===== src/rtl/rr_mux_arb.sv =====
// rtl/rr_mux_arb.sv - N-channel arbitrated mux with a single registered output stage
// Grant policy (round-robin, fixed priority, or direct select) is fixed by MODE at elaboration.
module rr_mux_arb #(
    parameter int WIDTH = 8,
    parameter int NCH   = 4,
    parameter int MODE  = 0,
    localparam int SW   = (NCH <= 2) ? 1 : $clog2(NCH)
) (
    input  logic                 clk,
    input  logic                 rst_n,
    input  logic [NCH*WIDTH-1:0] in_data,
    input  logic [NCH-1:0]       in_valid,
    output logic [NCH-1:0]       in_ready,
    input  logic [SW-1:0]        sel,
    output logic [WIDTH-1:0]     out_data,
    output logic [SW-1:0]        out_ch,
    output logic                 out_valid,
    input  logic                 out_ready
);

    logic [WIDTH-1:0] data_q,  data_d;
    logic [SW-1:0]    ch_q,    ch_d;
    logic             valid_q, valid_d;
    logic [SW-1:0]    ptr_q,   ptr_d;

    logic             load;
    logic [NCH-1:0]   ge_mask;
    logic [NCH-1:0]   req;
    logic [NCH-1:0]   grant_oh;
    logic [SW-1:0]    grant_idx;
    logic [WIDTH-1:0] grant_data;
    logic             xfer;

    assign load = !valid_q || out_ready;

    // Request vector per mode; round-robin prefers channels at or above ptr, else wraps.
    always_comb begin
        req     = '0;
        ge_mask = {NCH{1'b1}} << ptr_q;
        if (MODE == 0) begin
            req = ((in_valid & ge_mask) != '0) ? (in_valid & ge_mask) : in_valid;
        end else if (MODE == 1) begin
            req = in_valid;
        end else begin
            // An out-of-range sel shifts the single bit out entirely, granting nothing.
            req = in_valid & ({{(NCH-1){1'b0}}, 1'b1} << sel);
        end
    end

    assign grant_oh = req & (~req + {{(NCH-1){1'b0}}, 1'b1});

    always_comb begin
        grant_idx  = '0;
        grant_data = '0;
        for (int i = 0; i < NCH; i++) begin
            if (grant_oh[i]) begin
                grant_idx  = SW'(i);
                grant_data = in_data[i*WIDTH +: WIDTH];
            end
        end
    end

    assign in_ready = (load && rst_n) ? grant_oh : '0;
    assign xfer     = (in_ready != '0);

    always_comb begin
        data_d  = data_q;
        ch_d    = ch_q;
        valid_d = valid_q;
        ptr_d   = ptr_q;
        if (xfer) begin
            data_d  = grant_data;
            ch_d    = grant_idx;
            valid_d = 1'b1;
            if (MODE == 0) begin
                ptr_d = (grant_idx == SW'(NCH-1)) ? '0 : grant_idx + SW'(1);
            end
        end else if (out_ready) begin
            valid_d = 1'b0;
        end
    end

    always_ff @(posedge clk or negedge rst_n) begin
        if (!rst_n) begin
            data_q  <= '0;
            ch_q    <= '0;
            valid_q <= 1'b0;
            ptr_q   <= '0;
        end else begin
            data_q  <= data_d;
            ch_q    <= ch_d;
            valid_q <= valid_d;
            ptr_q   <= ptr_d;
        end
    end

    assign out_data  = data_q;
    assign out_ch    = ch_q;
    assign out_valid = valid_q;

endmodule


===== config.mk =====
export PLATFORM = sky130hd
export DESIGN_NAME = rr_mux_arb
export DESIGN_NICKNAME = d
export VERILOG_FILES = /design/src/rtl/rr_mux_arb.sv
export SDC_FILE = /design/constraint.sdc
export NUM_CORES = 1
export LEC_CHECK = 0
export ABC_AREA = 1
export BUFFER_PORTS_ARGS = -buffer_cell sky130_fd_sc_hd__buf_2
export CAP_MARGIN = 0
export CORE_ASPECT_RATIO = 1.5
export CORE_MARGIN = 2
export CORE_UTILIZATION = 41
export DETAILED_ROUTE_END_ITERATION = 7
export GPL_ROUTABILITY_DRIVEN = 0
export PLACE_DENSITY = 0.72
export SLEW_MARGIN = 20
export SYNTH_ARGS = -nofsm -noshare
export SYNTH_HDL_FRONTEND = slang
export SYNTH_SLANG_ARGS = --single-unit

===== constraint.sdc =====
create_clock -name clk -period 1.74 [get_ports clk]
set_input_delay 0 -clock clk [delete_from_list [all_inputs] [get_ports clk]]
set_output_delay 0 -clock clk [all_outputs]
set_load 0.1 [all_outputs]

-- Word level (Yosys, flattened, before mapping)
Index checks and enable logic that the tools add are counted.
Widths: inputs -> output; s select.
- logic and storage cells: 29
- output and inout bits: 15
- flip-flop bits (word level): 13
- input bits: 41
- add/subtract/negate cells: 2
- bitwise logic cells: 3
- eq/ne operators: 1
- reductions and logical operators: 6
- shift operators: 1
- muxes and demuxes: 12
- operators by type and width (operator ; count):
    $mux 8 ; 4
    $and 4x4->4 ; 2
    $mux 4 ; 2
    $reduce_bool 4->1 ; 2
    $mux 2 ; 3
    $add 4x1->4 const B ; 1
    $not 4->4 ; 1
    $shl 4x2->4 const A ; 1
    $mux 1 ; 3
    $add 2x1->2 const B ; 1
    $eq 2x2->1 const B ; 1
    $reduce_bool 2->1 ; 1
    $logic_and 1x1->1 ; 1
    $logic_not 1->1 ; 1
    $logic_or 1x1->1 ; 1

-- Logic depth before layout (Yosys ltp)
- depth in word-level cells: 12
- gate-level depth with buffers: 11
- mapped depth without buffers: 11

-- Least setup slack after synthesis
Ideal clock, no wire load.
- path kind: reg2reg
- start: reg valid_q (netlist: out_valid)
- end: reg ch_q[1] (netlist: out_ch[1])
- path slack: -2586 ps
- period minus slack after synthesis: 4326 ps
- cell stages (with the launch flop): 6
- arrival time: 4249 ps
- path through: dfrtp_1 > inv_1 > o21ai_1 > nor4_1 > nor2_1 > nand2_1
- longest elaborated chain between the ends: 5
- RTL lines (what ; RTL line ; text):
    from (decl) ; 23 ; logic valid_q, valid_d;
    from (signal assigned) ; 92 ; valid_q <= valid_d;
    $logic_not 1->1 ; 34 ; assign load = !valid_q || out_ready;
    $logic_or 1x1->1 ; 34 ;
    $logic_and 1x1->1 ; 63 ; assign in_ready = (load && rst_n) ? grant_oh : '0;
    $mux 4 ; 63 ;
    via in_ready[2] ; 13 ; output logic [NCH-1:0] in_ready,
    $reduce_bool 4->1 ; 64 ; assign xfer = (in_ready != '0);
    to (signal assigned) ; 91 ; ch_q <= ch_d;
    to (decl) ; 22 ; logic [SW-1:0] ch_q, ch_d;
The timed path passes the listed nets, and every way through them passes these cells.
A chain may end at the register's enable or synchronous reset.

-- Worst setup path after layout
- start: reg ptr_q[1]
- end: out in_ready[2]
- longest elaborated chain between the ends: 8
- RTL lines (what ; RTL line ; text):
    from (decl) ; 24 ; logic [SW-1:0] ptr_q, ptr_d;
    from (signal assigned) ; 93 ; ptr_q <= ptr_d;
    $shl 4x2->4 (*) ; 39 ; ge_mask = {NCH{1'b1}} << ptr_q;
    $and 4x4->4 (*) ; 41 ; req = ((in_valid & ge_mask) != '0) ? (in_valid & ge_mask) : in_valid;
    $reduce_bool 4->1 ; 41 ;
    $mux 4 (*) ; 41 ;
    $not 4->4 ; 50 ; assign grant_oh = req & (~req + {{(NCH-1){1'b0}}, 1'b1});
    $add 4x1->4 ; 50 ;
    $and 4x4->4 (*) ; 50 ;
    $mux 4 (*) ; 63 ;
    to (decl) ; 13 ;
Every way passes the cells marked *; elsewhere a longest branch is shown, timed or not.

==> impl_metrics.env <==
export IMPL_core_um2=2420
export IMPL_yosysUniqueCellTypes=25
export IMPL_fin_crit_ns=1.83
export IMPL_post_drt_wl_per_cell_um=13.2
export IMPL_maxCapViolCount=0
export IMPL_cp_depth=7
export IMPL_grt_util_all_layers_pct=21.4
export IMPL_start_util_pct=42.5
export IMPL_synth_top_area_share_pct=31.6
export IMPL_synth_common_cells="44 x nand2_1, 20 x nand3_1, 19 x inv_1"
export IMPL_ys_flop_type="dfrtp_1"
export IMPL_grt_max_degree=18
export IMPL_holdPathStages=5
export IMPL_post_route_worst_setup_slack_ns=-0.0896
export IMPL_ioPinCount=56
export IMPL_vias=1297
export IMPL_clkSlewWorstSetupHoldPaths_ns=0.08
export IMPL_slew_violations=0
export IMPL_grt_pass1_vias=1144
export IMPL_drc=0
export IMPL_ys_top_cells_by_area="dfrtp_1 32%, nand2_1 16%, nand3_1 9.7%"
export IMPL_yosysSeqAreaShare_pct=31.6
export IMPL_final_setup_tns_ns=-0.567
export IMPL_ys_ff_latch=13
export IMPL_path_class="reg -> out"
export IMPL_critPathTopFamily="simple AND/OR/NAND/NOR gates"
export IMPL_crit_path_frequent_cell="nand2_4"
export IMPL_end_kind="output pin"
export IMPL_numCtsBuffers=3
export IMPL_netlist_area_um2=1030
export IMPL_crit_slowest_cell="dfrtp_1"
export IMPL_max_clock_path_buffers=2
export IMPL_yosys_cell_count_top_type="nand2_1"
export IMPL_failed_checks="setup timing"
export IMPL_drive_gt1_share_pct=54.8
export IMPL_total_power_mw=2.95
export IMPL_outcome="finished, violations left"
export IMPL_final_setup_skew_ns=0.00588
export IMPL_synth_top_cell_by_area="dfrtp_1"
export IMPL_setup_viol=13
export IMPL_die_area_um2=2940
export IMPL_cts_max_level=1
export IMPL_fmax_mhz=547
export IMPL_drtAntennaViolNets=0
export IMPL_num_antenna_cells=0
export IMPL_critPathLaunchType="flip-flop"
export IMPL_antenna_found_initial=0
export IMPL_cp_buffers_inverters=2
export IMPL_place_hpwl_um=2290
export IMPL_crit_path_cell_trace="nand2_2 > nand2_4 > nand4_4 > nand2_4 > buf_6 > nor4_4 > buf_12"
export IMPL_grt_pass1_wl_um=4860
export IMPL_worstHoldPathType="in -> reg"
export IMPL_wl_um=3330
export IMPL_reg2regPathDepth=12
export IMPL_leakagePower_nw=0.963
export IMPL_cts_sinks=13
export IMPL_rsz0062_at_grt="true"
export IMPL_drt_iter0_markers=14
export IMPL_power_density_nw_per_um2=1630
export IMPL_arrival_ns=1.83
export IMPL_die_w_um=44.9
export IMPL_cp_max_fo=10
export IMPL_netlist_instances=146
export IMPL_fin_nets=270
export IMPL_clock_latency_ns=0.28
export IMPL_max_vdd_ir_drop_v=0.000878
export IMPL_area_growth_pct=76.1
export IMPL_hold_worst_slack_ns=0.0543
export IMPL_yosys_warnings=0
export IMPL_die_y_um=65.4
export IMPL_rows=22
export IMPL_tritoncts="built"
export IMPL_cp_slowest_stage_delay_ns=0.41
export IMPL_drt_pass1_iterations=4
export IMPL_clock_root_buffer="clkbuf_4"
export IMPL_hold_violations=0
export IMPL_grt_overflow=0
export IMPL_synthArstFlopShare_pct=100
export IMPL_relSlewSlack_pct=67.5
export IMPL_syn_avg_cell_area_um2=7.05
export IMPL_synth_nets=187
export IMPL_fin_util_pct=74.8
export IMPL_post_route_period_util_pct=105
export IMPL_portBuffers=53
export IMPL_critical_path_required_ns=1.74
export IMPL_worstMarginPinSlew_ns=0.491
export IMPL_viasPerCell=5.15
export IMPL_synth_edf_count=0
==> worst min-delay path: cells and delay by family <==
family / cells / cell delay (ns)
buffers and inverters: 2 / 0.14
and+or+nand+nor: 2 / 0.10
AOI/OAI and AO/OA: 1 / 0.06
==> registers in the layout, summed over array words and instances (netlist names) <==
register   count
out_ch         2
ptr_q          2
out_data       8
out_valid      1
==> final timing paths <==
check	from	to	slack, ns
worst max-delay path	ptr_q[1]$_DFFE_PN0P_	in_ready[2]	-0.09
worst min-delay path	in_data[31]	out_data[7]$_DFFE_PN0P_	0.05
worst max register to register	ptr_q[1]$_DFFE_PN0P_	out_data[3]$_DFFE_PN0P_	-0.05
worst min register to register	out_data[4]$_DFFE_PN0P_	out_data[4]$_DFFE_PN0P_	0.48
max in group asynchronous	rst_n	out_valid$_DFFE_PN0P_	1.36
min in group asynchronous	rst_n	ptr_q[1]$_DFFE_PN0P_	0.13
==> layer usage <==
layer,routed length [µm],vias to the layer above,GRT usage [%],share of wire (%)
li1,-,641,-,-
met1,1200,600,26.4,36
met2,1880,44,37.5,57
met3,133,12,0.824,4.0
met4,119,0,8.46,3.6
met5,0,-,0,0
==> where the power goes <==
group | total, mW | switching [mW] | internal (mW)
Clock | 0.188 | 0.0993 | 0.0891
Sequential | 0.536 | 0.101 | 0.435
Combinational | 2.23 | 1.60 | 0.620
Total | 2.95 | 1.80 | 1.14
==> placed cells by master, fill, tap and decap left out, types with 2 or more instances in the layout <==
cell	instances
nand2_4	6
nor2_2	2
nor2_4	2
inv_2	3
nand3_1	20
o21ai_1	6
buf_12	4
buf_4	17
nand2_2	12
nand2_8	2
dfrtp_1	12
clkbuf_4	3
buf_6	9
nand3_4	3
nor2_1	5
inv_1	18
dlygate4sd3_1	2
o21ai_4	2
nand2_1	29
buf_2	49
nand4_1	8
==> per-stage QoR <==
step,setup WS (ns),instance area (µm²),cells
after detailed placement,0.00000522,1440,225
after global routing,-0.186,1810,252
after floorplan,-0.486,1070,146
final,-0.0896,1810,252
after global placement,0.0930,1440,225
after CTS,-0.0521,1580,237
==> area by class of cell <==
cell class | instances | area, µm²
Clock buffer | 4 | 26.3
Fill cell | 181 | 609
Multi-Input combinational cell | 106 | 739
Sequential cell | 13 | 329
Timing Repair inverter | 1 | 11.3
Timing Repair Buffer | 81 | 574
Tap cell | 24 | 30.0
Inverter | 23 | 103
==> logic make-up (layout without fill, tap and decap cells) <==
group                  Yosys count  after routing  synth area share (%)
AOI/OAI and AO/OA               13             13                  10.8
buffers and inverters           27            109                  12.0
DFF                             13             13                  31.6
and+or+nand+nor                 93             93                  45.6
==> timing repair <==
action	4_1_cts	5_1_grt
setup endpoints to repair	7	16
pin swaps	5	17
resized for setup	9	33
gates cloned	0	1
hold buffers	2	0
hold endpoints to repair	14	0
buffers inserted	6	14
Power figures use the tool's default switching activity.
